===== src/rtl/vccarb_pkg.sv =====
// Shared constants and types for the VCC write arbiter.
package vccarb_pkg;

   localparam int VCCARB_NUM_REQ = 8;
   localparam int VCCARB_WFID_W  = 6;
   localparam int VCCARB_VCC_W   = 64;
   localparam int VCCARB_CNT_W   = 3;

   localparam logic [2:0] SRC_SIMD0 = 3'd0;
   localparam logic [2:0] SRC_SIMD1 = 3'd1;
   localparam logic [2:0] SRC_SIMD2 = 3'd2;
   localparam logic [2:0] SRC_SIMD3 = 3'd3;
   localparam logic [2:0] SRC_SIMF0 = 3'd4;
   localparam logic [2:0] SRC_SIMF1 = 3'd5;
   localparam logic [2:0] SRC_SIMF2 = 3'd6;
   localparam logic [2:0] SRC_SIMF3 = 3'd7;

   typedef struct packed {
      logic [VCCARB_WFID_W-1:0] wfid;
      logic [VCCARB_VCC_W-1:0]  value;
   } vcc_entry_t;

endpackage


===== src/rtl/vccarb_fifo.sv =====
// Per-requester FIFO of {wfid, value}; DEPTH must be 2 or 4 so the pointers wrap naturally.
module vccarb_fifo
   import vccarb_pkg::*;
#(
   parameter int DEPTH = 2
) (
   input  logic                    clk,
   input  logic                    rst,
   input  logic                    push,
   input  vcc_entry_t              push_data,
   input  logic                    pop,
   output vcc_entry_t              head,
   output logic [VCCARB_CNT_W-1:0] count,
   output logic                    full,
   output logic                    empty
);

   localparam int PTR_W = $clog2(DEPTH);

   vcc_entry_t       mem [DEPTH];
   logic [PTR_W-1:0] rd_ptr;
   logic [PTR_W-1:0] wr_ptr;
   logic             push_ok;
   logic             pop_ok;

   assign full    = (count == VCCARB_CNT_W'(DEPTH));
   assign empty   = (count == '0);
   assign push_ok = push && !full;
   assign pop_ok  = pop && !empty;
   assign head    = mem[rd_ptr];

   // Storage is data only and is never reset; count/pointers qualify it.
   always_ff @(posedge clk) begin
      if (push_ok) begin
         mem[wr_ptr] <= push_data;
      end
   end

   always_ff @(posedge clk) begin
      if (rst) begin
         rd_ptr <= '0;
         wr_ptr <= '0;
         count  <= '0;
      end else begin
         if (push_ok) begin
            wr_ptr <= wr_ptr + 1'b1;
         end
         if (pop_ok) begin
            rd_ptr <= rd_ptr + 1'b1;
         end
         count <= count + VCCARB_CNT_W'(push_ok) - VCCARB_CNT_W'(pop_ok);
      end
   end

endmodule


===== src/rtl/vcc_wr_arbiter.sv =====
// Buffered round-robin merge of eight VALU VCC write requests onto one exec write port.
// Optional SALU same-wfid hazard hold: define VCCARB_SALU_HAZARD_HOLD_EN.
module vcc_wr_arbiter
   import vccarb_pkg::*;
#(
   parameter int DEPTH = 2
) (
   input  logic         clk,
   input  logic         rst,
   input  logic [7:0]   valu_vcc_wr_en,
   input  logic [47:0]  valu_vcc_wr_wfid,
   input  logic [511:0] valu_vcc_wr_value,
   output logic [7:0]   valu_vcc_wr_ready,
   input  logic         salu_wr_vcc_en,
   input  logic [5:0]   salu_wr_wfid,
   output logic         exec_vcc_wr_en,
   output logic [5:0]   exec_vcc_wr_wfid,
   output logic [63:0]  exec_vcc_wr_value,
   output logic [2:0]   exec_vcc_wr_src,
   output logic         issue_valu_wr_vcc_en,
   output logic [5:0]   issue_valu_wr_vcc_wfid,
   output logic         vccarb_overflow
);

   vcc_entry_t              head  [VCCARB_NUM_REQ];
   logic [VCCARB_CNT_W-1:0] count [VCCARB_NUM_REQ];
   logic [7:0]              full;
   logic [7:0]              empty;
   logic [7:0]              push;
   logic [7:0]              pop;
   logic [7:0]              hazard;
   logic [7:0]              elig;

   logic [2:0]              rr_ptr;
   logic [2:0]              grant;
   logic                    grant_vld;
   logic [2:0]              idx;

   logic                    vld_p1;
   logic [5:0]              wfid_p1;
   logic [63:0]             value_p1;
   logic [2:0]              src_p1;

   for (genvar i = 0; i < VCCARB_NUM_REQ; i++) begin : g_req
      vcc_entry_t din;

      // Ready looks only at the registered count, so a same-cycle pop never raises it.
      assign valu_vcc_wr_ready[i] = (count[i] < VCCARB_CNT_W'(DEPTH));
      assign push[i]              = valu_vcc_wr_en[i] && valu_vcc_wr_ready[i];
      assign pop[i]               = grant_vld && (grant == 3'(i));
      assign din.wfid             = valu_vcc_wr_wfid[6*i +: 6];
      assign din.value            = valu_vcc_wr_value[64*i +: 64];

      vccarb_fifo #(
         .DEPTH(DEPTH)
      ) u_fifo (
         .clk       (clk),
         .rst       (rst),
         .push      (push[i]),
         .push_data (din),
         .pop       (pop[i]),
         .head      (head[i]),
         .count     (count[i]),
         .full      (full[i]),
         .empty     (empty[i])
      );

`ifdef VCCARB_SALU_HAZARD_HOLD_EN
      assign hazard[i] = salu_wr_vcc_en && (head[i].wfid == salu_wr_wfid);
`else
      assign hazard[i] = 1'b0;
`endif
   end

`ifndef VCCARB_SALU_HAZARD_HOLD_EN
   logic unused_salu;
   assign unused_salu = ^{salu_wr_vcc_en, salu_wr_wfid};
`endif

   assign elig = ~empty & ~hazard;

   // First eligible unit at or after rr_ptr, wrapping 7 -> 0.
   always_comb begin
      grant     = '0;
      grant_vld = 1'b0;
      idx       = '0;
      for (int k = 0; k < VCCARB_NUM_REQ; k++) begin
         idx = rr_ptr + 3'(k);
         if (!grant_vld && elig[idx]) begin
            grant     = idx;
            grant_vld = 1'b1;
         end
      end
   end

   always_ff @(posedge clk) begin
      if (rst) begin
         rr_ptr <= '0;
      end else if (grant_vld) begin
         rr_ptr <= grant + 3'd1;
      end
   end

   always_ff @(posedge clk) begin
      if (rst) begin
         vccarb_overflow <= 1'b0;
      end else if (|(valu_vcc_wr_en & full)) begin
         vccarb_overflow <= 1'b1;
      end
   end

   // Stage p1: registered write port; payload holds when nothing is granted.
   always_ff @(posedge clk) begin
      if (rst) begin
         vld_p1   <= 1'b0;
         wfid_p1  <= '0;
         value_p1 <= '0;
         src_p1   <= '0;
      end else begin
         vld_p1 <= grant_vld;
         if (grant_vld) begin
            wfid_p1  <= head[grant].wfid;
            value_p1 <= head[grant].value;
            src_p1   <= grant;
         end
      end
   end

   assign exec_vcc_wr_en         = vld_p1;
   assign exec_vcc_wr_wfid       = wfid_p1;
   assign exec_vcc_wr_value      = value_p1;
   assign exec_vcc_wr_src        = src_p1;
   assign issue_valu_wr_vcc_en   = vld_p1;
   assign issue_valu_wr_vcc_wfid = wfid_p1;

endmodule


===== config.mk =====
export PLATFORM = sky130hd
export DESIGN_NAME = vcc_wr_arbiter
export DESIGN_NICKNAME = d
export VERILOG_FILES = /design/src/rtl/vccarb_pkg.sv /design/src/rtl/vccarb_fifo.sv /design/src/rtl/vcc_wr_arbiter.sv
export SDC_FILE = /design/constraint.sdc
export NUM_CORES = 1
export LEC_CHECK = 0
export ABC_AREA = 1
export CAP_MARGIN = 15
export CORE_ASPECT_RATIO = 1.25
export CORE_MARGIN = 3
export CORE_UTILIZATION = 37
export DETAILED_ROUTE_END_ITERATION = 10
export MAX_ROUTING_LAYER = met4
export PLACE_DENSITY_LB_ADDON = 0.2
export SLEW_MARGIN = 20
export SYNTH_ARGS = -nofsm -noshare
export SYNTH_HDL_FRONTEND = slang
export SYNTH_SLANG_ARGS = --single-unit
export TNS_END_PERCENT = 50

===== constraint.sdc =====
create_clock -name clk -period 5.6 [get_ports clk]
set_input_delay 0.84 -clock clk [delete_from_list [all_inputs] [get_ports clk]]
set_output_delay 0.84 -clock clk [all_outputs]
set_load 0.1 [all_outputs]

==> results of run 1 <==
registers in the layout, indices dropped and copies added (netlist names), named ones only:
| signal | count |
|---|---|
| exec_vcc_wr_en | 1 |
| exec_vcc_wr_src | 3 |
| exec_vcc_wr_value | 64 |
| exec_vcc_wr_wfid | 6 |
| g_req.u_fifo.count | 24 |
| g_req.u_fifo.mem | 1120 |
| g_req.u_fifo.rd_ptr | 8 |
| g_req.u_fifo.wr_ptr | 8 |
| rr_ptr | 3 |
| vccarb_overflow | 1 |
Yosys cell counts, types with 6 or more instances:
cell | instances | area [µm²]
nand3_1 | 899 | 4500
nand3_2 | 6 | 60.1
buf_1 | 16 | 60.1
nor2_1 | 229 | 860
a21oi_1 | 8 | 40.0
buf_4 | 23 | 173
xor2_1 | 9 | 78.8
edfxtp_1 | 1120 | 33600
nand2_1 | 348 | 1310
fa_1 | 8 | 160
nor3_1 | 10 | 50.1
o21ai_1 | 6 | 30.0
clkbuf_1 | 96 | 360
buf_2 | 103 | 515
inv_1 | 161 | 604
dfxtp_1 | 126 | 2520
nand4_1 | 7 | 43.8
ha_1 | 27 | 338
buf_6 | 8 | 90.1
mux2_2 | 560 | 6310
inv_2 | 13 | 48.8
cell families after synthesis:
family / after synthesis
xor+xnor: 11
compound gates: 24
flops: 1246
fa+ha+maj: 35
buf+inv: 424
mux: 560
simple gates: 1522
area by class of cell:
class                           instances  share of cell area
Timing Repair Buffer                  720               0.112
Inverter                              174              0.0101
Clock buffer                          187              0.0561
Sequential cell                      1246               0.556
Tap cell                             1860              0.0358
Antenna cell                           58             0.00223
Multi-Input combinational cell       2152               0.219
Clock inverter                         58             0.00950
worst min-delay path by stage:
stage                                                to  slack [ns]
floorplan                                          flop        0.43
global placement    g_req[7].u_fifo.rd_ptr$_SDFFE_PP0P_        0.44
detailed placement                                 flop        0.44
CTS                                                flop        0.46
global route        g_req[7].u_fifo.rd_ptr$_SDFFE_PP0P_        0.49
finish                                             flop        0.46
layer usage:
| metal | vias up | global-route usage | part of all wire |
|---|---|---|---|
| li1 | 15227 | - | - |
| met3 | 249 | 0.0492 | 0.085 |
| met2 | 1302 | 0.355 | 0.46 |
| met4 | 0 | 0.0820 | 0.029 |
| met1 | 16907 | 0.310 | 0.42 |
| met5 | - | - | 0 |
stage by stage:
step / setup slack, ns / cells / area, µm² / hold slack, ns
global route: 0.338 / 6444 / 65100 / 0.489
floorplan: 0.604 / 3822 / 52100 / 0.426
CTS: 0.643 / 6396 / 64900 / 0.455
detailed placement: 0.657 / 6151 / 60700 / 0.437
finish: 0.620 / 6455 / 65100 / 0.460
global placement: 0.690 / 6151 / 60700 / 0.438
==> reports/metrics.yaml, run 1 <==
sta:
  finalHoldViolCount: 0
  timing.max_slew.rel_slack: 0.234
  worst-slew-pin-transition_ns: 1.15
  max_freq_ghz: 0.201
  count_of_final_max_slew_check_failures: 0
  rsz0062_at_grt: "false"
  fin_skew_ns: 0.0282
  post-route-period-util: 0.889
  finalSetupViolCount: 0
  final.setup.tns_ns: 0
  fin_crit_ns: 4.98
clock_tree:
  max-clock-path-buffers: 3
  cts_root_buffer: "clkbuf_16"
  post_cts_resize_count: 0
  post_cts.repair.setup_buffers: 0
  postCtsHoldBufs: 0
  clkLatencyLatePin_ns: 0.79
  cts_tree: "built"
  clock_buffers_created_by_tritoncts: 134
  numClockSinks: 1246
  h-tree-depth: 4
  clkSlewWorstSetupHoldPaths_ns: 0.07
detailed_routing:
  vias_per_cell: 5.22
  route.vias.total: 33685
  detailedRoute.firstPassIterationCount: 5
  route.detailed.drc: 0
  final_antenna_violating_net_count: 0
  wirelength_um: 168000
  count_of_routing_violations_after_the_opening_detailed_route_iteration: 2937
  wl_per_cell_um: 26.1
critical_path:
  path_buf_inv: 5
  critPathArrivalTime_ns: 5.69
  worstSetupEndpointType: "flop"
  criticalPathCategory: "reg -> reg"
  critical_path.cell_chain: "inv_2 -> ha_1 -> inv_1 -> nand3_1 -> nand3_1 -> nand2_2 -> nand3_2 -> nor2_2 -> nand4_1 -> nand4_1 -> buf_12 -> buf_12 -> nand3_1 -> nand3_1 -> nand3_1 -> nand3_1 -> nand2_1 -> inv_1"
  r2r_cells: 18
  slowest_stage_cell_crit_path: "dfxtp_1"
  cp_data_required_time_ns: 6.31
  endpoint_of_the_worst_register_to_register_path: "exec_vcc_wr_value[0]$_SDFFE_PP0N_"
  cp_top_delay_family: "simple AND/OR/NAND/NOR gates"
  ff2ff_setup_slack_ns: 0.62
  worst_path_fanout_max: 97
  path_common_cell: "nand3_1"
  crit_path_end: "exec_vcc_wr_value[0]$_SDFFE_PP0N_"
  number_of_stages_on_the_worst_setup_path: 18
  r2r-start: "rr_ptr[0]$_SDFFE_PP0N_"
  crit_start: "rr_ptr[0]$_SDFFE_PP0N_"
  crit_path_max_cell_delay_ns: 0.69
  cp-start-kind: "flop"
floorplanning:
  die_w_um: 342
  initial_core_utilization: 0.373
  die_height_um: 426
  placeableCoreArea_um2: 140000
  top_level_ports: 667
  placement_rows: 153
  die_area_um2: 145000
global_routing:
  grt_pass1_wl_um: 237000
  grt_start_max_net_pins: 147
  antenna_found_initial: 67
  grt_usage: 0.233
  vias_in_the_first_global_route: 33242
  grt_overflow_total: 0
yosys:
  synth.avg_cell_area_um2: 13.6
  ys_async_sr_fraction: 0
  synth_xor_xnor_area_share: 0.00199
  number_of_unique_standard_cell_types_used_by_synthesis: 41
  share_of_synthesized_cell_area_in_and_or_nand_and_nor_gates: 0.135
  synth.yosys.seq_area_share: 0.694
  postSynthNetCount: 4434
  ys_ff_latch: 1246
  synthMuxAreaShare: 0.121
  synth_edf_count: 1120
  synth-adder-area-share: 0.00956
  synth-main-ff-cell: "edfxtp_1"
  yosys_warnings: 0
  synthCells: 3822
  syn_area_um2: 52100
  fraction_of_the_mapped_netlist_area_in_compound_gates: 0.00281
  dominant_combinational_cell_family_by_area_after_synthesis: "simple AND/OR/NAND/NOR gates"
cells_and_area:
  final_net_count: 5040
  post-route-util: 0.466
  multi_input_comb_area_um2: 14200
  layout_common_cells: "edfxtp_1 (1120), nand3_1 (899), clkdlybuf4s50_1 (651), mux2_2 (560), nand2_1 (347)"
  seq_cell_area_um2: 36200
  drive_gt1_frac: 0.193
  final_common_cell: "edfxtp_1"
  synthToLayoutAreaGrowth_pct: 24.9
  fillCellCount: 12326
run:
  drv.max_cap_violation_count: 0
hold_path:
  hp-start: "g_req[7].u_fifo.rd_ptr$_SDFFE_PP0P_"
  hold-path-cell-count: 1
  holdCritPathClass: "reg -> reg"
placement:
  hpwl_um: 111000
  placement.io_buffers: 659
  gp_congestion: 0.839
outcome:
  run_status: "finished, final reports clean"
Power of run 1 is not shown: default switching activity piles up to over one toggle a cycle in this logic, so the estimate is an artifact.
==> inputs of run 2 (changes only) <==
CTS_BUF_LIST = sky130_fd_sc_hd__clkbuf_2 sky130_fd_sc_hd__clkbuf_4 sky130_fd_sc_hd__clkbuf_8   (was unset)
CTS_CLUSTER_DIAMETER = 150   (was unset)
==> run 2 against run 1 <==
Against the previous run:
- first-iteration DRC count shrank 2.0%
- die area unchanged
- clock-buffer cell count grew 137
- clock skew increased by 0.018 ns
- critical path type unchanged
- highest routed layer unchanged
- design area is 0.28% lower
- non-clock buffer count is the same
- sequential share of layout area up 0.15 points
==> reports/metrics.yaml, run 2 (synthesis results as in run 1) <==
cells_and_area:
  drive_gt1_frac: 0.223
  seq_cell_area_um2: 36200
  multi_input_comb_area_um2: 14200
  non_filler_instance_count_after_layout: 6576
  largest_register_ffs: 1120
  final_common_cell: "edfxtp_1"
  fillCellCount: 12457
  most_flops_register: "g_req.u_fifo.mem"
  synthToLayoutAreaGrowth_pct: 24.6
  layout_common_cells: "edfxtp_1 (1120), nand3_1 (899), clkdlybuf4s50_1 (651), mux2_2 (560), nand2_1 (347)"
  final_net_count: 5105
clock_tree:
  clock_buffers_created_by_tritoncts: 199
  h-tree-depth: 4
  clkSlewWorstSetupHoldPaths_ns: 0.06
  post_cts.repair.setup_buffers: 0
  max-clock-path-buffers: 3
  cts_tree: "built"
  clkLatencyLatePin_ns: 0.92
  numClockSinks: 1246
  post_cts_resize_count: 0
  cts_root_buffer: "clkbuf_8"
  postCtsHoldBufs: 0
sta:
  finalSetupViolCount: 0
  hold-worst-slack_ns: 0.437
  rsz0062_at_grt: "false"
  fin_crit_ns: 4.98
  max_freq_ghz: 0.201
  final.setup.tns_ns: 0
  count_of_final_max_slew_check_failures: 0
  post-route-period-util: 0.889
  worst-slew-pin-transition_ns: 1.14
  fin_skew_ns: 0.0467
  timing.max_slew.rel_slack: 0.235
  finalHoldViolCount: 0
floorplanning:
  die_area_um2: 145000
  initial_core_utilization: 0.373
  die_w_um: 342
  die_height_um: 426
  placeableCoreArea_um2: 140000
  placement_rows: 153
  top_level_ports: 667
critical_path:
  critPathArrivalTime_ns: 5.83
  path_common_cell: "nand3_1"
  worstSetupEndpointType: "flop"
  cp-start-kind: "flop"
  slowest_stage_cell_crit_path: "dfxtp_1"
  worst_path_fanout_max: 97
  path_buf_inv: 5
  critical_path.cell_chain: "inv_2 -> ha_1 -> inv_1 -> nand3_1 -> nand3_1 -> nand2_2 -> nand3_2 -> nor2_2 -> nand4_1 -> nand4_1 -> buf_12 -> buf_12 -> nand3_1 -> nand3_1 -> nand3_1 -> nand3_1 -> nand2_1 -> inv_1"
  crit_path_max_cell_delay_ns: 0.68
  cp_top_delay_family: "simple AND/OR/NAND/NOR gates"
  criticalPathCategory: "reg -> reg"
  cp_data_required_time_ns: 6.45
detailed_routing:
  final_antenna_violating_net_count: 0
  route.vias.total: 34142
  vias_per_cell: 5.19
  count_of_routing_violations_after_the_opening_detailed_route_iteration: 2877
  detailedRoute.firstPassIterationCount: 5
  wirelength_um: 169000
  route.detailed.drc: 0
  wl_per_cell_um: 25.7
run:
  drv.max_cap_violation_count: 0
global_routing:
  grt_overflow_total: 0
  grt_usage: 0.234
  grt_start_max_net_pins: 147
  vias_in_the_first_global_route: 33697
  grt_pass1_wl_um: 238000
  antenna_found_initial: 66
placement:
  hpwl_um: 111000
  gp_congestion: 0.839
  placedCellCount: 6151
  placement.io_buffers: 659
outcome:
  run_status: "finished, final reports clean"
hold_path:
  holdCritPathClass: "in -> reg"
## run 2: worst reg2reg max path: stages (launching register included)
cell	delay, ns
dfxtp_1	0.68
inv_2	0.31
ha_1	0.53
inv_1	0.17
nand3_1	0.15
nand3_1	0.11
nand2_2	0.18
nand3_2	0.11
nor2_2	0.13
nand4_1	0.14
nand4_1	0.29
buf_12	0.43
buf_12	0.56
nand3_1	0.21
nand3_1	0.12
nand3_1	0.40
nand3_1	0.27
nand2_1	0.07
inv_1	0.05
## run 2: per-stage QoR
| step | cell area [µm²] | worst slack [ns] | utilization |
|---|---|---|---|
| 2_1_floorplan | 52100 | 0.604 | - |
| 3_3_place_gp | 60700 | 0.690 | 0.435 |
| 3_5_place_dp | 60700 | 0.657 | 0.435 |
| 4_1_cts | 64800 | 0.653 | 0.464 |
| 5_1_grt | 64900 | 0.341 | 0.465 |
| 6_report | 64900 | 0.620 | 0.465 |
## run 2: layer usage
metal	global-route usage	vias to the layer above	routed length, µm
met5	-	-	0
met4	0.0816	0	4840
met3	0.0510	276	14300
met2	0.358	1412	78800
met1	0.309	17069	71200
li1	-	15385	-
## run 2: final cells by class
cell class,count,area share
clock buffer,324,0.0586
clock inverter,45,0.00457
timing repair buffer,720,0.112
inverter,174,0.0101
antenna,55,0.00212
multi-input combinational,2152,0.219
tap,1860,0.0359
sequential,1246,0.557
## run 2: worst paths after layout
kind                                                           from                                   to  slack [ns]  cells after the start
worst max-delay path                         rr_ptr[0]$_SDFFE_PP0N_    exec_vcc_wr_value[0]$_SDFFE_PP0N_        0.62                     18
worst min-delay path                                            rst  g_req[2].u_fifo.count[0]$_SDFF_PP0_        0.44                      2
worst max register to register               rr_ptr[0]$_SDFFE_PP0N_    exec_vcc_wr_value[0]$_SDFFE_PP0N_        0.62                     18
worst min register to register  g_req[7].u_fifo.rd_ptr$_SDFFE_PP0P_                                 flop        0.46                      1
Power of run 2 is left out for the same reason.
